--- src/rtl/wb_arbiter_pkg.sv ---
// Shared definitions for the write-back arbiter slice.
//   - default data / register-index widths
//   - REG_ZERO: index of the hard-wired zero register (writes to it are no-ops)
//   - rf_src_e: which source drives the register-bank write port this cycle
// FIFO entries are packed as {reg, data}, with the register index in the MSBs.
package wb_arbiter_pkg;

  localparam int DATA_W_DEF = 32;
  localparam int ADDR_W_DEF = 5;
  localparam int REG_ZERO   = 0;

  typedef enum logic [1:0] {
    SRC_NONE = 2'd0,
    SRC_PIPE = 2'd1,
    SRC_FIFO = 2'd2
  } rf_src_e;

endpackage

--- src/rtl/wb_fifo.sv ---
// Synchronous FIFO holding long-latency results until a free write slot.
// Ports:
//   clk, reset            clock, synchronous active-high reset
//   push, push_entry      enqueue (caller guarantees not full)
//   pop                   dequeue head (caller guarantees not empty)
//   head_entry            oldest entry, valid whenever count != 0
//   count                 occupancy, registered
//   entry_valid/entry_tag per-slot valid bit and tag (top TAG_W bits of the
//                         entry) so the owner can search queued destinations
module wb_fifo #(
  parameter int DEPTH = 4,
  parameter int WIDTH = 37,
  parameter int TAG_W = 5
) (
  input  logic                             clk,
  input  logic                             reset,
  input  logic                             push,
  input  logic [WIDTH-1:0]                 push_entry,
  input  logic                             pop,
  output logic [WIDTH-1:0]                 head_entry,
  output logic [$clog2(DEPTH+1)-1:0]       count,
  output logic [DEPTH-1:0]                 entry_valid,
  output logic [DEPTH-1:0][TAG_W-1:0]      entry_tag
);

  localparam int PTR_W = $clog2(DEPTH);

  logic [WIDTH-1:0] mem [DEPTH];
  logic [PTR_W-1:0] rd_ptr;
  logic [PTR_W-1:0] wr_ptr;

  // Control state. DEPTH is a power of two, so pointers wrap by overflow.
  // NOTE: sequential state uses non-blocking assignments so every register
  // samples the pre-edge values regardless of statement order.
  always_ff @(posedge clk) begin
    if (reset) begin
      rd_ptr      <= '0;
      wr_ptr      <= '0;
      count       <= '0;
      entry_valid <= '0;
    end else begin
      if (push) begin
        entry_valid[wr_ptr] <= 1'b1;
        wr_ptr              <= wr_ptr + 1'b1;
      end
      if (pop) begin
        entry_valid[rd_ptr] <= 1'b0;
        rd_ptr              <= rd_ptr + 1'b1;
      end
      case ({push, pop})
        2'b10:   count <= count + 1'b1;
        2'b01:   count <= count - 1'b1;
        default: count <= count;
      endcase
    end
  end

  // NOTE: the storage array is deliberately not reset; entry_valid and count
  // qualify every read, so stale data is never observed.
  always_ff @(posedge clk) begin
    if (push) mem[wr_ptr] <= push_entry;
  end

  assign head_entry = mem[rd_ptr];

  always_comb begin
    for (int i = 0; i < DEPTH; i++) entry_tag[i] = mem[i][WIDTH-1 -: TAG_W];
  end

endmodule

--- src/rtl/wb_arbiter.sv ---
// Write-back arbiter: sole driver of the register bank write port.
// The WB-stage write always wins and passes through with zero latency;
// long-latency results queue in wb_fifo and drain into idle WB slots.
// Ports:
//   clk, reset                       clock, synchronous active-high reset
//   pipe_wr_en/reg/data              in-order WB-stage write
//   aux_valid/ready/reg/data         long-latency result handshake
//   rf_reg_write/write_reg/data      register bank write port
//   query_reg, query_pending         decode lookup of queued destinations
//   stall_req                        ask for a bubble so the FIFO can drain
//   fifo_count                       FIFO occupancy
//   waw_conflict                     WB write hits a still-queued register
module wb_arbiter
  import wb_arbiter_pkg::*;
#(
  parameter int DATA_W       = DATA_W_DEF,
  parameter int ADDR_W       = ADDR_W_DEF,
  parameter int DEPTH        = 4,
  parameter int STARVE_LIMIT = 8
) (
  input  logic                         clk,
  input  logic                         reset,
  input  logic                         pipe_wr_en,
  input  logic [ADDR_W-1:0]            pipe_wr_reg,
  input  logic [DATA_W-1:0]            pipe_wr_data,
  input  logic                         aux_valid,
  output logic                         aux_ready,
  input  logic [ADDR_W-1:0]            aux_reg,
  input  logic [DATA_W-1:0]            aux_data,
  output logic                         rf_reg_write,
  output logic [ADDR_W-1:0]            rf_write_reg,
  output logic [DATA_W-1:0]            rf_write_data,
  input  logic [ADDR_W-1:0]            query_reg,
  output logic                         query_pending,
  output logic                         stall_req,
  output logic [$clog2(DEPTH+1)-1:0]   fifo_count,
  output logic                         waw_conflict
);

  localparam int CNT_W    = $clog2(DEPTH+1);
  localparam int STARVE_W = $clog2(STARVE_LIMIT+1);
  localparam int ENTRY_W  = ADDR_W + DATA_W;

  localparam logic [ADDR_W-1:0]   ZERO_REG  = ADDR_W'(REG_ZERO);
  localparam logic [CNT_W-1:0]    FULL_CNT  = CNT_W'(DEPTH);
  localparam logic [STARVE_W-1:0] STARVE_MX = STARVE_W'(STARVE_LIMIT);

  logic                          pipe_busy;
  logic                          fifo_empty;
  logic                          push;
  logic                          pop;
  rf_src_e                       rf_src;
  logic [ENTRY_W-1:0]            head_entry;
  logic [DEPTH-1:0]              entry_valid;
  logic [DEPTH-1:0][ADDR_W-1:0]  entry_tag;
  logic                          query_hit;
  logic                          pipe_hit;
  logic [STARVE_W-1:0]           starve_cnt;
  logic [STARVE_W-1:0]           starve_next;

  assign pipe_busy  = pipe_wr_en && (pipe_wr_reg != ZERO_REG);
  assign fifo_empty = (fifo_count == '0);

  // Ready depends only on registered occupancy, never on this cycle's pop.
  assign aux_ready = (fifo_count < FULL_CNT) && !reset;
  // Results for the zero register complete the handshake but are dropped.
  assign push      = aux_valid && aux_ready && (aux_reg != ZERO_REG);
  assign pop       = (rf_src == SRC_FIFO);

  wb_fifo #(
    .DEPTH (DEPTH),
    .WIDTH (ENTRY_W),
    .TAG_W (ADDR_W)
  ) u_fifo (
    .clk         (clk),
    .reset       (reset),
    .push        (push),
    .push_entry  ({aux_reg, aux_data}),
    .pop         (pop),
    .head_entry  (head_entry),
    .count       (fifo_count),
    .entry_valid (entry_valid),
    .entry_tag   (entry_tag)
  );

  // Write-port source: WB stage first, queued result only into an idle slot.
  // NOTE: every output of an always_comb gets a default first, so no path
  // leaves it unassigned and no latch is inferred.
  always_comb begin
    rf_src        = SRC_NONE;
    rf_reg_write  = 1'b0;
    rf_write_reg  = '0;
    rf_write_data = '0;
    if (!reset) begin
      if (pipe_busy)        rf_src = SRC_PIPE;
      else if (!fifo_empty) rf_src = SRC_FIFO;
    end
    case (rf_src)
      SRC_PIPE: begin
        rf_reg_write  = 1'b1;
        rf_write_reg  = pipe_wr_reg;
        rf_write_data = pipe_wr_data;
      end
      SRC_FIFO: begin
        rf_reg_write  = 1'b1;
        rf_write_reg  = head_entry[DATA_W +: ADDR_W];
        rf_write_data = head_entry[DATA_W-1:0];
      end
      default: ;
    endcase
  end

  // Destination search over queued entries (same-cycle push not visible).
  always_comb begin
    query_hit = 1'b0;
    pipe_hit  = 1'b0;
    for (int i = 0; i < DEPTH; i++) begin
      if (entry_valid[i] && entry_tag[i] == query_reg)   query_hit = 1'b1;
      if (entry_valid[i] && entry_tag[i] == pipe_wr_reg) pipe_hit  = 1'b1;
    end
  end

  assign query_pending = !reset && (query_reg != ZERO_REG) && query_hit;
  assign waw_conflict  = !reset && pipe_busy && pipe_hit;

  // Starvation: count consecutive cycles the queue waits behind the WB stage.
  always_comb begin
    starve_next = starve_cnt;
    if (pop || fifo_empty)                      starve_next = '0;
    else if (pipe_busy && starve_cnt != STARVE_MX) starve_next = starve_cnt + 1'b1;
  end

  always_ff @(posedge clk) begin
    if (reset) begin
      starve_cnt <= '0;
      stall_req  <= 1'b0;
    end else begin
      starve_cnt <= starve_next;
      // Once raised, hold until the queue actually gets a slot.
      stall_req  <= pop ? 1'b0 : (stall_req || starve_next == STARVE_MX);
    end
  end

endmodule

--- config.mk ---
export PLATFORM = sky130hd
export DESIGN_NAME = wb_arbiter
export DESIGN_NICKNAME = d
export VERILOG_FILES = /design/src/rtl/wb_arbiter_pkg.sv /design/src/rtl/wb_fifo.sv /design/src/rtl/wb_arbiter.sv
export SDC_FILE = /design/constraint.sdc
export NUM_CORES = 1
export LEC_CHECK = 0
export ABC_AREA = 1
export BUFFER_PORTS_ARGS = -buffer_cell sky130_fd_sc_hd__buf_2
export CAP_MARGIN = 0
export CELL_PAD_IN_SITES_DETAIL_PLACEMENT = 1
export CELL_PAD_IN_SITES_GLOBAL_PLACEMENT = 2
export CORE_ASPECT_RATIO = 1.1
export CORE_MARGIN = 1.5
export CORE_UTILIZATION = 38
export CTS_BUF_LIST = sky130_fd_sc_hd__clkbuf_8
export DETAILED_ROUTE_END_ITERATION = 7
export GPL_TIMING_DRIVEN = 0
export HOLD_SLACK_MARGIN = 0.12
export PLACE_DENSITY = 0.85
export SLEW_MARGIN = 20
export SYNTH_ARGS = -nofsm -noshare
export SYNTH_HDL_FRONTEND = slang
export SYNTH_SLANG_ARGS = --single-unit
--- constraint.sdc ---
create_clock -name clk -period 3.2 [get_ports clk]
set_input_delay 0.32 -clock clk [delete_from_list [all_inputs] [get_ports clk]]
set_output_delay 0.32 -clock clk [all_outputs]
set_load 0.02 [all_outputs]
==> results of run 1 <==
[report_power, final]
part	switching, mW	internal (mW)
clock network	0.788	0.697
logic	0.561	0.271
registers	0.0324	2.43
total	1.38	3.39
[final timing paths]
kind	startpoint	slack, ps	end	cells past startpoint
hold reg to reg	stall_req	490	stall_req	2
hold / removal	aux_reg[0]	150	u_fifo.mem[3][32]	1
setup / recovery	register	590	rf_write_reg[2]	7
setup reg to reg	u_fifo.count[2]	860	u_fifo.count[2]	12
[synth_stat cells, drive strengths merged]
cell type  count  area (µm²)
a21oi         97         489
fa             1        20.0
xnor2          6        52.6
dfxtp         18         360
o21ai         34         170
nor2          23        93.8
nand3         44         233
edfxtp       148        4440
and2           1        6.26
ha            11         138
a221o         32         320
buf           12        86.3
inv           52         195
nand4         10        62.6
nand2        136         533
o22ai         18         113
o211ai         2        15.0
xor2           3        26.3
clkinv         2        7.51
a31oi          1        6.26
nor3           3        15.0
clkbuf        24        90.1
a221oi         1        8.76
nor3b          1        7.51
[flip-flops by register name (all words and copies together), names as in the netlist, named ones only]
name	count
stall_req	1
starve_cnt	4
u_fifo.count	3
u_fifo.entry_valid	4
u_fifo.mem	148
u_fifo.rd_ptr	2
u_fifo.wr_ptr	2
[metal layers]
metal / GRT usage / routed length (µm) / vias up
met3: 0.0428 / 1010 / 32
met2: 0.415 / 11900 / 175
met5: 0 / 0 / -
li1: - / - / 2839
met4: 0.0795 / 554 / 0
met1: 0.283 / 9540 / 3027
[layout by cell type (no fill, tap or decap), types with 2 or more instances in the layout]
master / netlist / layout
a221o_1: 32 / 32
inv_2: 3 / 4
nand2_4: 3 / 3
edfxtp_1: 148 / 148
dfxtp_1: 18 / 18
buf_4: 3 / 3
xor2_1: 3 / 3
nand3_1: 43 / 43
buf_12: 0 / 2
nor3_1: 3 / 3
o211ai_1: 2 / 2
clkinv_4: 0 / 2
clkinv_1: 2 / 5
dlygate4sd3_1: 0 / 35
clkinvlp_4: 0 / 3
nand2_1: 133 / 133
nor2_2: 3 / 3
nor2_1: 20 / 17
nor2_4: 0 / 3
ha_1: 11 / 11
buf_2: 6 / 131
inv_6: 0 / 3
o21ai_0: 34 / 34
bufinv_16: 0 / 2
clkbuf_1: 24 / 24
nand4_1: 10 / 10
a21oi_1: 96 / 96
xnor2_1: 6 / 6
o22ai_1: 18 / 18
clkbuf_8: 0 / 17
buf_6: 3 / 3
buf_16: 0 / 3
inv_1: 49 / 48
[final cells by class]
type                            count  area [µm²]
Sequential cell                   166        4800
Multi-Input combinational cell    424        2330
Buffer                             36         176
Fill cell                        2169        9900
Inverter                           54         203
Clock buffer                       17         234
Tap cell                          247         309
Clock inverter                     15         154
Timing Repair Buffer              166        1110
[metrics by stage]
| stage | instance area, µm² | hold WS (ps) |
|---|---|---|
| floorplan | 7490 | 419 |
| global placement | 8430 | 466 |
| detailed placement | 8590 | 474 |
| CTS | 9330 | 126 |
| global route | 9330 | 141 |
| finish | 9330 | 146 |
[worst max-delay path: stages (launching register included)]
cell and delay, ps:
dfxtp_1 330, inv_2 170, clkbuf_1 520, o21ai_0 180, a21oi_1 220, o21ai_0 130
o21ai_0 100, buf_2 200
[cells by family (layout without fill, tap and decap cells)]
| logic type | count (synthesis) | count (layout) | synth area share |
|---|---|---|---|
| buffers and inverters | 90 | 288 | 0.0506 |
| and+or+nand+nor | 218 | 218 | 0.127 |
| xor gates and xnor gates | 9 | 9 | 0.0105 |
| AOI/OAI and AO/OA | 185 | 185 | 0.150 |
| DFF | 166 | 166 | 0.641 |
| adders and majority gates | 12 | 12 | 0.0210 |
==> impl_metrics.yaml, run 1 <==
synthesis:
  synth-seq-cells: 166
  yosysSeqAreaShare: 0.641
  synthesis.nets: 775
  syn_area_mm2: 0.00749
  syn_avg_cell_area_um2: 11.0
  ys_types: 31
  syn_inst: 680
  ys_warn_count: 0
grt:
  grt_max_degree: 22
  grt_pass1_vias: 6505
  grtUsageTotal: 0.233
  antenna_found_initial: 0
  grt_pass1_wl_um: 35700
  grt_overflow_total: 0
cells_and_area:
  instances_no_fill: 1125
  finalNetCount: 960
  final_util: 0.485
  drive_gt1_frac: 0.213
  diodes: 0
  areaGrowthSynthToFinish_pct: 24.5
cts:
  cts_buffer_depth: 2
  root_buffer: "clkbuf_8"
  cts_buffers: 17
  clock_latency_ps: 460
  cts_resized: 0
  cts_tree: "done"
  cts_setup_buffers: 0
  cts_hold_buf: 35
  clock-sinks: 166
  clk_pin_slew_ps: 90
  htree_levels: 4
pwr:
  finalPower_mw: 4.78
  pwr_density_cell_mw_per_mm2: 512
  vdd_drop_max_mv: 0.317
  p_leak_nw: 3.78
placed_design:
  dpl.hpwl_um: 16100
  dp.cells: 1058
  gp_congestion: 0.864
  io_buffers: 125
  dpl_worst_slack_ps: 587
routing:
  wl_per_cell_um: 20.4
  wl_um: 23000
  route.detailed.drc: 0
  ant_nets: 0
  drtPass1Iterations: 5
  num_vias: 6073
  routed_via_density: 5.40
  drt-initial-drc-count: 325
sta:
  setup_tns_ps: 0
  layout_setup_ws_ps: 587
  slew_viol_final: 0
  slew_headroom: 0.544
  setup_viol: 0
  fin_skew_ps: 12.5
  rsz0062_at_grt: "false"
  hold_viol_final: 0
  fin_crit_ps: 2610
  worstMarginPinSlew_ps: 682
  fmax_mhz: 383
  final.period_utilization: 0.817
floorplan:
  core-area_mm2: 0.0192
  dieArea_mm2: 0.0206
  rows: 53
  dieHeight_um: 150
  die_x_um: 137
  ioPinCount: 128
  initial_core_util: 0.390
worst_setup_path:
  worst_setup_path_end_kind: "output port"
  worstPathMaxFanout: 10
  critical_path_required_ps: 2880
  arrival_ps: 2290
  worstSetupPathType: "register to output port"
  cp-start-kind: "register"
worst_hold_path:
  min_path_type: "input port to register"
run_status:
  status: "finished, final reports clean"
job:
  cap_violations: 0
Power figures use the tool's default switching activity.
==> inputs of run 2 (changes only) <==
clock period = 2.6 ns   (was 3.2 ns; I/O delays follow)
==> impl_metrics.yaml, run 2 (synthesis gave the netlist of run 1 again) <==
run_status:
  status: "finished, final reports clean"
routing:
  ant_nets: 0
  drt-initial-drc-count: 347
  wl_per_cell_um: 20.4
  drtPass1Iterations: 6
  route.detailed.drc: 0
  routed_via_density: 5.40
  num_vias: 6093
  wl_um: 23000
cells_and_area:
  diodes: 0
  drive_gt1_frac: 0.225
  largest_register_ffs: 148
  layout_commonest_cell: "edfxtp_1"
  layout_common_cells: "148 x edfxtp_1, 132 x nand2_1, 130 x buf_2"
  top_register: "u_fifo.mem"
  reg_top3: "u_fifo.mem (148), starve_cnt (4), u_fifo.entry_valid (4)"
  finalNetCount: 963
  final_util: 0.488
  nFillCells: 2162
  areaGrowthSynthToFinish_pct: 25.1
grt:
  top_usage_layer: "met2"
  grt_pass1_wl_um: 35800
  grtUsageTotal: 0.233
  grt_max_degree: 22
  antenna_found_initial: 0
  grt_use_met1: 0.284
  grt_pass1_vias: 6529
  grt_overflow_total: 0
  grt_util_met3: 0.0428
  grtUsageMet2: 0.413
sta:
  setup_viol: 0
  slew_viol_final: 0
  layout_setup_ws_ps: 124
  rsz0062_at_grt: "true"
  fin_crit_ps: 2480
  fmax_mhz: 404
  slew_headroom: 0.544
  fin_skew_ps: 11.3
  hold_viol_final: 0
  setup_tns_ps: 0
  final.period_utilization: 0.952
  worstMarginPinSlew_ps: 682
placed_design:
  dpl.hpwl_um: 16100
  dpl_worst_slack_ps: 46.5
  gp_congestion: 0.864
  io_buffers: 125
floorplan:
  ioPinCount: 128
  rows: 53
  core-area_mm2: 0.0192
  dieArea_mm2: 0.0206
  die_x_um: 137
  dieHeight_um: 150
  initial_core_util: 0.390
cts:
  clock-sinks: 166
  htree_levels: 4
  cts_setup_buffers: 0
  root_buffer: "clkbuf_8"
  cts_tree: "done"
  cts_buffer_depth: 2
  clock_latency_ps: 450
  cts_buffers: 17
  clk_pin_slew_ps: 90
worst_setup_path:
  crit_buf_inv: 3
  cp_cell_sequence: "buf_4 > buf_1 > a21oi_1 > a221o_1 > nand2_1 > buf_2"
  cp_slowest_stage_delay_ps: 460
  cp_slowest_cell: "buf_1"
  path_delay_family: "buffers and inverters"
  arrival_ps: 2220
  worst_setup_path_end_kind: "output port"
  worstSetupPathType: "register to output port"
  worstPathMaxFanout: 10
  critical_path_required_ps: 2340
  cp-start-kind: "register"
pwr:
  seqPwrFrac: 0.514
  comb_power_share: 0.175
  vdd_drop_max_mv: 0.383
  switchingPower_mw: 1.70
  finalPower_mw: 5.89
  p_leak_nw: 3.82
  swShare: 0.289
  clockPowerShare: 0.311
  pwr_density_cell_mw_per_mm2: 628
  p_int_mw: 4.19
worst_hold_path:
  min_path_type: "input port to register"
job:
  cap_violations: 0
run 2: worst paths after layout:
check,cells after the start,slack (ps),start,endpoint
min reg2reg,2,490,stall_req,stall_req
max,6,120,register,rf_write_data[14]
min,5,250,pipe_wr_en,starve_cnt[3]
max reg2reg,12,270,u_fifo.count[2],u_fifo.count[2]
run 2: routing by layer:
metal,share of wire,vias up
li1,-,2840
met1,0.41,3049
met2,0.52,175
met3,0.046,29
met4,0.018,0
met5,0,-
run 2: area by class of cell:
cell class                      instances  area, µm²  share of cell area
Inverter                               54        206              0.0220
Clock buffer                           17        234              0.0250
Sequential cell                       166       4800               0.512
Clock inverter                         15        154              0.0164
Multi-Input combinational cell        424       2330               0.249
Buffer                                 36        190              0.0203
Timing Repair Buffer                  169       1140               0.122
Tap cell                              247        309              0.0330
run 2: stage by stage:
step	cells	area, µm²	hold slack (ps)
after CTS	1128	9360	219
after global placement	1052	8430	466
after global routing	1128	9380	273
final	1128	9380	247
after floorplan	680	7490	359
after detailed placement	1058	8590	474
run 2: power groups by stage:
stage          clock, mW  combinational (mW)  sequential [mW]
2_1_floorplan          0               0.562             3.08
3_3_place_gp           0               0.929             3.09
3_5_place_dp           0               0.981             3.09
4_1_cts             1.85                1.03             3.02
5_1_grt             1.95                1.13             3.03
6_report            1.83                1.03             3.03
run 2: what timing repair did:
| action | in CTS | in global routing |
|---|---|---|
| hold buffers | 38 | 0 |
| setup endpoints to repair | 0 | 27 |
| hold endpoints to repair | 152 | 0 |
| gates resized for setup | 0 | 23 |
run 2: worst reg2reg max path, cell delays in order (launching register included):
cell and delay, ps:
dfxtp_1 450, nor3_1 100, nor2_2 130, nand2_4 140, inv_1 140, buf_4 200
ha_1 170, inv_1 60, fa_1 380, a21oi_1 140, o21ai_0 110, xor2_1 150
nor2_1 50
